[config.mk]
export PLATFORM = sky130hd
export DESIGN_NAME = alu_seq
export DESIGN_NICKNAME = d
export VERILOG_FILES = /design/src/rtl/alu_pkg.sv /design/src/rtl/mul_iter.sv /design/src/rtl/alu_seq.sv
export SDC_FILE = /design/constraint.sdc
export NUM_CORES = 1
export LEC_CHECK = 0
export ABC_AREA = 1
export BUFFER_PORTS_ARGS = -buffer_cell sky130_fd_sc_hd__buf_2
export CELL_PAD_IN_SITES_DETAIL_PLACEMENT = 0
export CELL_PAD_IN_SITES_GLOBAL_PLACEMENT = 1
export CORE_MARGIN = 8
export CORE_UTILIZATION = 35
export DETAILED_ROUTE_END_ITERATION = 16
export PLACE_DENSITY_LB_ADDON = 0.25
export RECOVER_POWER = 25
export SYNTH_ARGS = -nofsm -noshare
export SYNTH_HDL_FRONTEND = slang
export SYNTH_SLANG_ARGS = --single-unit
[constraint.sdc]
create_clock -name clk_i -period 5.2 [get_ports clk_i]
set_input_delay 1.04 -clock clk_i [delete_from_list [all_inputs] [get_ports clk_i]]
set_output_delay 1.04 -clock clk_i [all_outputs]
set_load 0.01 [all_outputs]
[src/rtl/alu_pkg.sv]
// Shared definitions for the sequential ALU: width default, control codes, FSM states.
package alu_pkg;

  localparam int unsigned XLEN   = 32;
  localparam int unsigned CTRL_W = 4;

  localparam logic [CTRL_W-1:0] ALU_ADD = 4'b0000;
  localparam logic [CTRL_W-1:0] ALU_SUB = 4'b1000;
  localparam logic [CTRL_W-1:0] ALU_AND = 4'b0111;
  localparam logic [CTRL_W-1:0] ALU_XOR = 4'b0100;
  localparam logic [CTRL_W-1:0] ALU_SLL = 4'b0001;
  localparam logic [CTRL_W-1:0] ALU_SRA = 4'b1101;
  localparam logic [CTRL_W-1:0] ALU_MUL = 4'b1111;

  // EXEC is the one-cycle compute slot that follows operand capture for single-cycle ops.
  typedef enum logic [1:0] {
    ST_IDLE = 2'd0,
    ST_EXEC = 2'd1,
    ST_MUL  = 2'd2,
    ST_DONE = 2'd3
  } state_t;

endpackage

[src/rtl/mul_iter.sv]
// Shift-add multiplier: one iteration per cycle, exactly W iterations, low W bits of the product.
module mul_iter #(
  parameter int unsigned W = alu_pkg::XLEN
) (
  input  logic         clk_i,
  input  logic         rst_i,
  input  logic         start,
  input  logic [W-1:0] src_a,
  input  logic [W-1:0] src_b,
  output logic         busy,
  output logic         done,
  output logic [W-1:0] product
);

  localparam int unsigned CNT_W = $clog2(W);

  logic [W-1:0]     acc;
  logic [W-1:0]     multiplicand;
  logic [W-1:0]     multiplier;
  logic [CNT_W-1:0] count;
  logic [W-1:0]     acc_next;

  assign acc_next = acc + (multiplier[0] ? multiplicand : '0);

  // start loads fresh operands and restarts even if an earlier run was in flight
  always_ff @(posedge clk_i) begin
    if (!rst_i) begin
      acc          <= '0;
      multiplicand <= '0;
      multiplier   <= '0;
      count        <= '0;
      busy         <= 1'b0;
      done         <= 1'b0;
      product      <= '0;
    end else begin
      done <= 1'b0;
      if (start) begin
        acc          <= '0;
        multiplicand <= src_a;
        multiplier   <= src_b;
        count        <= '0;
        busy         <= 1'b1;
      end else if (busy) begin
        acc          <= acc_next;
        multiplicand <= multiplicand << 1;
        multiplier   <= multiplier >> 1;
        count        <= count + CNT_W'(1);
        if (count == CNT_W'(W - 1)) begin
          busy    <= 1'b0;
          done    <= 1'b1;
          product <= acc_next;
        end
      end
    end
  end

endmodule

[src/rtl/alu_seq.sv]
// Sequential execution unit: single-cycle ALU ops plus an iterative multiply, valid/ready on both sides.
module alu_seq #(
  parameter int unsigned XLEN = alu_pkg::XLEN
) (
  input  logic                       clk_i,
  input  logic                       rst_i,
  input  logic                       valid_i,
  output logic                       ready_o,
  input  logic [alu_pkg::CTRL_W-1:0] aluctr_i,
  input  logic [XLEN-1:0]            src1_i,
  input  logic [XLEN-1:0]            src2_i,
  output logic                       valid_o,
  input  logic                       ready_i,
  output logic [XLEN-1:0]            result_o,
  output logic                       zero_o
);

  import alu_pkg::*;

  localparam int unsigned SH_W = $clog2(XLEN);

  state_t            state;
  logic [CTRL_W-1:0] op_q;
  logic [XLEN-1:0]   a_q;
  logic [XLEN-1:0]   b_q;
  logic [XLEN-1:0]   alu_res;
  logic              accept;
  logic              mul_start;
  logic              mul_busy;
  logic              mul_done;
  logic [XLEN-1:0]   mul_product;

  assign accept    = (state == ST_IDLE) && valid_i && ready_o;
  assign mul_start = accept && (aluctr_i == ALU_MUL);

  // Single-cycle datapath on the latched request; unknown codes execute as add.
  always_comb begin
    alu_res = a_q + b_q;
    case (op_q)
      ALU_SUB: alu_res = a_q - b_q;
      ALU_AND: alu_res = a_q & b_q;
      ALU_XOR: alu_res = a_q ^ b_q;
      ALU_SLL: alu_res = a_q << b_q[SH_W-1:0];
      ALU_SRA: alu_res = XLEN'($signed(a_q) >>> b_q[SH_W-1:0]);
      default: alu_res = a_q + b_q;
    endcase
  end

  mul_iter #(.W(XLEN)) u_mul (
    .clk_i   (clk_i),
    .rst_i   (rst_i),
    .start   (mul_start),
    .src_a   (src1_i),
    .src_b   (src2_i),
    .busy    (mul_busy),
    .done    (mul_done),
    .product (mul_product)
  );

  // ready_o/valid_o are registered alongside the state so they always match it.
  always_ff @(posedge clk_i) begin
    if (!rst_i) begin
      state    <= ST_IDLE;
      ready_o  <= 1'b0;
      valid_o  <= 1'b0;
      result_o <= '0;
      zero_o   <= 1'b0;
      op_q     <= '0;
      a_q      <= '0;
      b_q      <= '0;
    end else begin
      case (state)
        ST_IDLE: begin
          ready_o <= 1'b1;
          if (accept) begin
            op_q    <= aluctr_i;
            a_q     <= src1_i;
            b_q     <= src2_i;
            ready_o <= 1'b0;
            state   <= (aluctr_i == ALU_MUL) ? ST_MUL : ST_EXEC;
          end
        end
        ST_EXEC: begin
          result_o <= alu_res;
          zero_o   <= (alu_res == '0);
          valid_o  <= 1'b1;
          state    <= ST_DONE;
        end
        ST_MUL: begin
          // !busy also releases the FSM should the done pulse ever be missed
          if (mul_done || !mul_busy) begin
            result_o <= mul_product;
            zero_o   <= (mul_product == '0);
            valid_o  <= 1'b1;
            state    <= ST_DONE;
          end
        end
        ST_DONE: begin
          if (ready_i) begin
            valid_o <= 1'b0;
            ready_o <= 1'b1;
            state   <= ST_IDLE;
          end
        end
        default: begin
          valid_o <= 1'b0;
          ready_o <= 1'b0;
          state   <= ST_IDLE;
        end
      endcase
    end
  end

endmodule

; Word-level counts from Yosys, hierarchy flattened
; Cells that the tools add are included.
[classes]
add_sub_neg = 4
n_eq_ne = 13
n_shift = 2
n_mux = 25
n_bitwise = 5
reduce_logical = 20
[ops]
columns = cell, count
row1 = $mux W32, 6
row2 = $pmux W32 S5, 1
row3 = $add A32 B32 Y32, 2
row4 = $logic_not A32 Y1, 2
row5 = $pmux W32 S2, 1
row6 = $and A32 B32 Y32, 1
row7 = $shl A32 B5 Y32, 1
row8 = $sshr A32 B5 Y32, 1
row9 = $sub A32 B32 Y32, 1
row10 = $xor A32 B32 Y32, 1
row11 = $eq A4 B4 Y1 const B, 3
row12 = $mux W1, 9
row13 = $reduce_and A3 Y1, 3
row14 = $eq A4 B3 Y1 const B, 2
row15 = $mux W2, 4
row16 = $pmux W2 S4, 1
row17 = $ne A2 B2 Y1 const B, 3
row18 = $reduce_and A2 Y1, 3
row19 = $reduce_bool A2 Y1, 3
row20 = $add A5 B1 Y5 const B, 1
row21 = $eq A5 B5 Y1 const B, 1
row22 = $eq A2 B2 Y1 const B, 2
row23 = $eq A4 B1 Y1 const B, 1
row24 = $pmux W1 S2, 2
row25 = 10 further kinds, 14
[totals]
reg_bits = 240
output_inout_bits = 35

; Depth between registers and ports, before layout
[logic_depth]
word_depth = 6
ltp_mapped = 36

; Modules after synthesis
; From an unflattened synthesis, not the netlist that was laid out.
[unflattened]
cells_unflattened = 3452
hier_area_um2 = 20081.8
[by_module_without_submodules]
columns = module, instances, cells_per_inst, area_per_inst_um2, seq_area_each_um2
row1 = alu_seq, 1, 2105, 11647.4, 2102.0
row2 = mul_iter, 1, 1347, 8434.3, 2702.6

; Worst setup path before layout
; No wires, ideal clock.
[synth_timing]
path_kind = register to register
from = register b_q[1]
to = register zero_o
setup_ns = 0.066
t_arrival_ns = 3.666
required_ns = 5.134
slack_ns = 1.468
path_stages_with_launch = 33
period_less_slack_ns = 3.732
cell_sequence = dfxtp_1 buf_6 inv_4 buf_6 buf_4 ha_1 nand3_2 nor3_2 nand3_1 inv_1 nand4_1 nor2_2 nand3_1 nor2_1 nand2_1 nand2_1 o21ai_2 xor2_1 ha_1 nand2_1 inv_1 nand2_1 nor4_1 nand2_1 a21oi_1 nor2_1 nor2_1 nand2_1 nor2_1 nand2_1 nor2_1 nand2_1 a21oi_2
[synth_via]
elab_chain_len = 4
word_cells_on_any_way = 9
[synth_lines]
columns = element, line
row1 = from (decl), alu_seq.sv:25  ; logic [XLEN-1:0] b_q;
row2 = from (signal assigned), alu_seq.sv:78  ; b_q <= src2_i;
row3 = $add A32 B32 Y32 (tied with other cells), alu_seq.sv:45  ; default: alu_res = a_q + b_q;
row4 = $pmux W32 S5 *, alu_seq.sv:39  ; case (op_q)
row5 = $logic_not A32 Y1 *, alu_seq.sv:85  ; zero_o <= (alu_res == '0);
row6 = $pmux W1 S2 *, alu_seq.sv:72  ; case (state)
row7 = to (signal assigned), alu_seq.sv:85
row8 = to (signal assigned), alu_seq.sv:93  ; zero_o <= (mul_product == '0);
row9 = to (decl), alu_seq.sv:15  ; output logic zero_o
; Every way passes the cells marked *; elsewhere a longest branch is shown, timed or not.
; A chain may end at the register's enable or synchronous reset.

; Worst setup path after layout
[layout_timing]
from = register state[1]
to = register b_q[21]
[layout_via]
elab_chain_len = 4
[layout_lines]
columns = element, line
row1 = from (decl), alu_seq.sv:22  ; state_t state;
row2 = from (signal assigned), alu_seq.sv:80  ; state <= (aluctr_i == ALU_MUL) ? ST_MUL : ST_EXEC;
row3 = $logic_not A2 Y1 *, "alu_seq.sv:33, alu_seq.sv:72"
row4 = $logic_and A1 B1 Y1 (2 in series), alu_seq.sv:33  ; assign accept = (state == ST_IDLE) && valid_i && ready_o;
row5 = $reduce_and A2 Y1 (no line) *, n/a
; Marked as above.

==> impl_metrics.csv <==
group,metric,value,unit
outcome,status,"finished with violations",
outcome,violations,"capacitance limit, slew limit",
clocking,postCtsSetupRepairBufs,0,
clocking,cts-root-buf,"clkbuf_16",
yosys,synth-simple-area-share,0.392,
power_and_ir_drop,internal_power,5.12,mW
sta,max_freq,216,MHz
placement,dp_cells,3818,
global_routing,grt_max_degree,88,
finish,fill_cells,6130,
sta,final.setup.tns,0,ns
power_and_ir_drop,p_sw,5.57,mW
critical_path,cp_data_required_time,5.65,ns
yosys,yosysUniqueCellTypes,47,
yosys,yosys_warnings,0,
placement,place.gp.congestion,0.943,
critical_path,ff2ff_path_depth,6,
sta,drv_slew,134,
critical_path,crit_type,"reg2reg",
yosys,synth.area.mux_share,0,
worst_hold_path,holdPathStages,2,
finish,area_growth,9.94,%
clocking,cts_resized,0,
floorplanning,num_rows,85,
power_and_ir_drop,ir_drop,239,uV
clocking,cts_buffers,29,
critical_path,crit_slowest_cell,"clkbuf_1",
critical_path,critPathMaxFanout,87,
sta,finalSetupViolations,0,
drt,remaining_drc_errors,0,
sta,worstMarginPinSlew,3.58,ns
yosys,netlist_area,18900,um2
yosys,synth-async-reset-ratio,0,
critical_path,cp-start-kind,"flip-flop",
yosys,synth_fa_ha_area_frac,0.0691,
critical_path,worstPathArrival,5.08,ns
clocking,htree_levels,1,
floorplanning,io_pins,107,
drt,ant_nets,0,
drt,drt_wl_total,85300,um
drt,num_vias,21600,
critical_path,max_stage_delay,2.54,ns
floorplanning,start_util,0.352,
drt,wl_per_cell,22.0,um
critical_path,cp.depth,6,
sta,rsz0062_at_grt,"no",
power_and_ir_drop,leakage,10.1,nW
floorplanning,core_area,53600,um2
critical_path,crit_path_cell_trace,"inv_1 > ha_1 > nand3_4 > clkbuf_1 > o21ai_0 > a21oi_1",
clocking,clk_latency,0.56,ns
yosys,dominantRegCellSynth,"dfxtp_1",
yosys,syn_area_per_cell,5.99,um2
clocking,clock-sinks,240,
finish,fin_cells,3873,
power_and_ir_drop,power.sequential.fraction,0.219,
yosys,synth_compound_area_frac,0.157,
yosys,synth-xor-area-share,0.0255,
yosys,syn_nets,3325,
global_routing,antenna_found_initial,2,
worst_hold_path,hp-class,"reg2reg",
critical_path,timing.critical_path.buf_inv,2,
yosys,ys_ff_latch,240,
placement,place.port_buffers,106,
global_routing,grt_overflow,0,
critical_path,endpoint_kind,"flip-flop",
clocking,cts.path.max_buffers,3,
power_and_ir_drop,switching_share,0.521,
sta,slew_headroom,-1.39,
placement,dpl.hpwl,65100,um
clocking,cts.clk_slew.worst_paths,0.06,ns
drt,first_pass_iters,6,
global_routing,grt_pass1_wl,126000,um
global_routing,grt_pass1_vias,20000,
global_routing,track_usage,0.269,
power_and_ir_drop,p_comb_frac,0.588,
yosys,synth_enable_flop_cells,0,
sta,fin_crit_sh,0.891,
floorplanning,die_y,248,um
power_and_ir_drop,p_clk_frac,0.194,
sta,skew,0.0158,ns
drt,viasPerCell,5.57,
power_and_ir_drop,power_density,515,nW/um2
finish,drive_gt1_frac,0.0605,
clocking,ctsHoldBuffers,0,
floorplanning,die-area,61600,um2
sta,hold_viol,0,
yosys,yosysSeqAreaShare,0.255,
yosys,synth_top_family_by_area,"simple AND/OR/NAND/NOR gates",
sta,finalCriticalPeriod,4.64,ns
finish,fin_nets,3328,
critical_path,crit_family,"buffers and inverters",
drt,drt_iter0_drc,2241,
yosys,syn-instance-count,3150,
floorplanning,die_width,248,um
job,cap_violations,2,
clocking,cts_tree,"yes",
## cells in the final DEF (no fill, tap or decap), drive strengths merged, types with 5 or more instances in the layout
cell type  synthesis  final
a211oi            12     12
a21o               6      6
a21oi            207    207
a31oi             65     65
a32o              15     15
buf               60    108
clkbuf           106     69
clkinv             3      9
dfxtp            240    240
diode              0      5
ha               101    101
inv              311    312
nand2           1007   1007
nand3            466    466
nand3b             7      7
nand4             17     17
nor2             222    222
nor3              20     20
nor4              11     11
o211ai            40     40
o21a               8      8
o21ai            132    132
o21bai            20     20
or2                8      8
xnor2             19     19
xor2              36     36
## layout make-up
cell class / instances / area, um2 / share of cell area
antenna: 5 / 12.5 / 0.000603
multi-input combinational: 2430 / 12200 / 0.587
inverter: 314 / 1190 / 0.0573
tap: 696 / 871 / 0.0420
clock inverter: 11 / 136 / 0.00658
sequential: 240 / 4810 / 0.232
timing repair buffer: 138 / 728 / 0.0351
clock buffer: 39 / 823 / 0.0397
## path summary, 6_finish.rpt
| kind | slack, ns | startpoint | endpoint |
|---|---|---|---|
| worst max register to register | 0.56 | state[1] | b_q[21] |
| worst max-delay path | 0.56 | state[1] | b_q[21] |
| worst min register to register | 0.46 | u_mul.multiplier[31] | u_mul.multiplier[31] |
| worst min-delay path | 0.46 | u_mul.multiplier[31] | u_mul.multiplier[31] |
## synth_stat cells, types with 36 or more instances
cell type / count / area share
nand2_1: 1003 / 0.20
nand3_1: 465 / 0.12
inv_1: 302 / 0.060
dfxtp_1: 240 / 0.25
nor2_1: 219 / 0.044
a21oi_1: 205 / 0.054
o21ai_0: 122 / 0.032
clkbuf_1: 106 / 0.021
ha_1: 101 / 0.067
a31oi_1: 65 / 0.022
o211ai_1: 40 / 0.016
xor2_1: 36 / 0.017
## per-layer routing
layer | up-vias | share of wire | track usage
met3 | 106 | 0.081 | 0.0467
met1 | 10100 | 0.47 | 0.387
li1 | 10400 | - | -
met2 | 912 | 0.43 | 0.407
met4 | 0 | 0.027 | 0.0758
met5 | - | 0 | 0
## worst reg2reg max path, cell delays in order, from the launching register on
cell	delay [ns]
dfxtp_1	0.35
inv_1	0.07
ha_1	0.25
nand3_4	0.18
clkbuf_1	2.54
o21ai_0	0.84
a21oi_1	0.29
## registers in the layout, indices dropped and copies added, names as in the netlist
register and flops:
u_mul.multiplicand 32, zero_o 1, u_mul.count 5, u_mul.busy 1, u_mul.acc 32, u_mul.product 32
ready_o 1, u_mul.multiplier 32, u_mul.done 1, b_q 32, a_q 32, op_q 4
result_o 32, valid_o 1, state 2
## cell families after synthesis
logic type	after synthesis
xor gates and xnor gates	55
buffers and inverters	480
AOI/OAI and AO/OA	511
adders and majority gates	103
DFF	240
and+or+nand+nor	1761
## metrics by stage
stage	setup slack, ns	cell area [um2]	util	power [mW]	hold slack (ns)
2_1_floorplan	1.47	18900	-	6.44	0.441
3_3_place_gp	0.809	19800	0.370	8.60	0.446
3_5_place_dp	0.881	19800	0.370	8.55	0.452
4_1_cts	0.881	20800	0.388	10.7	0.462
5_1_grt	0.235	20700	0.387	11.4	0.484
6_report	0.565	20700	0.387	10.7	0.459
## power groups by stage
| stage | clock, mW | combinational, mW | sequential (mW) |
|---|---|---|---|
| floorplan | 0 | 4.23 | 2.21 |
| global placement | 0 | 6.25 | 2.36 |
| detailed placement | 0 | 6.19 | 2.36 |
| CTS | 2.11 | 6.22 | 2.32 |
| global route | 2.18 | 6.91 | 2.34 |
| finish | 2.07 | 6.28 | 2.33 |
Note: power is estimated with default switching activity, not from simulation.
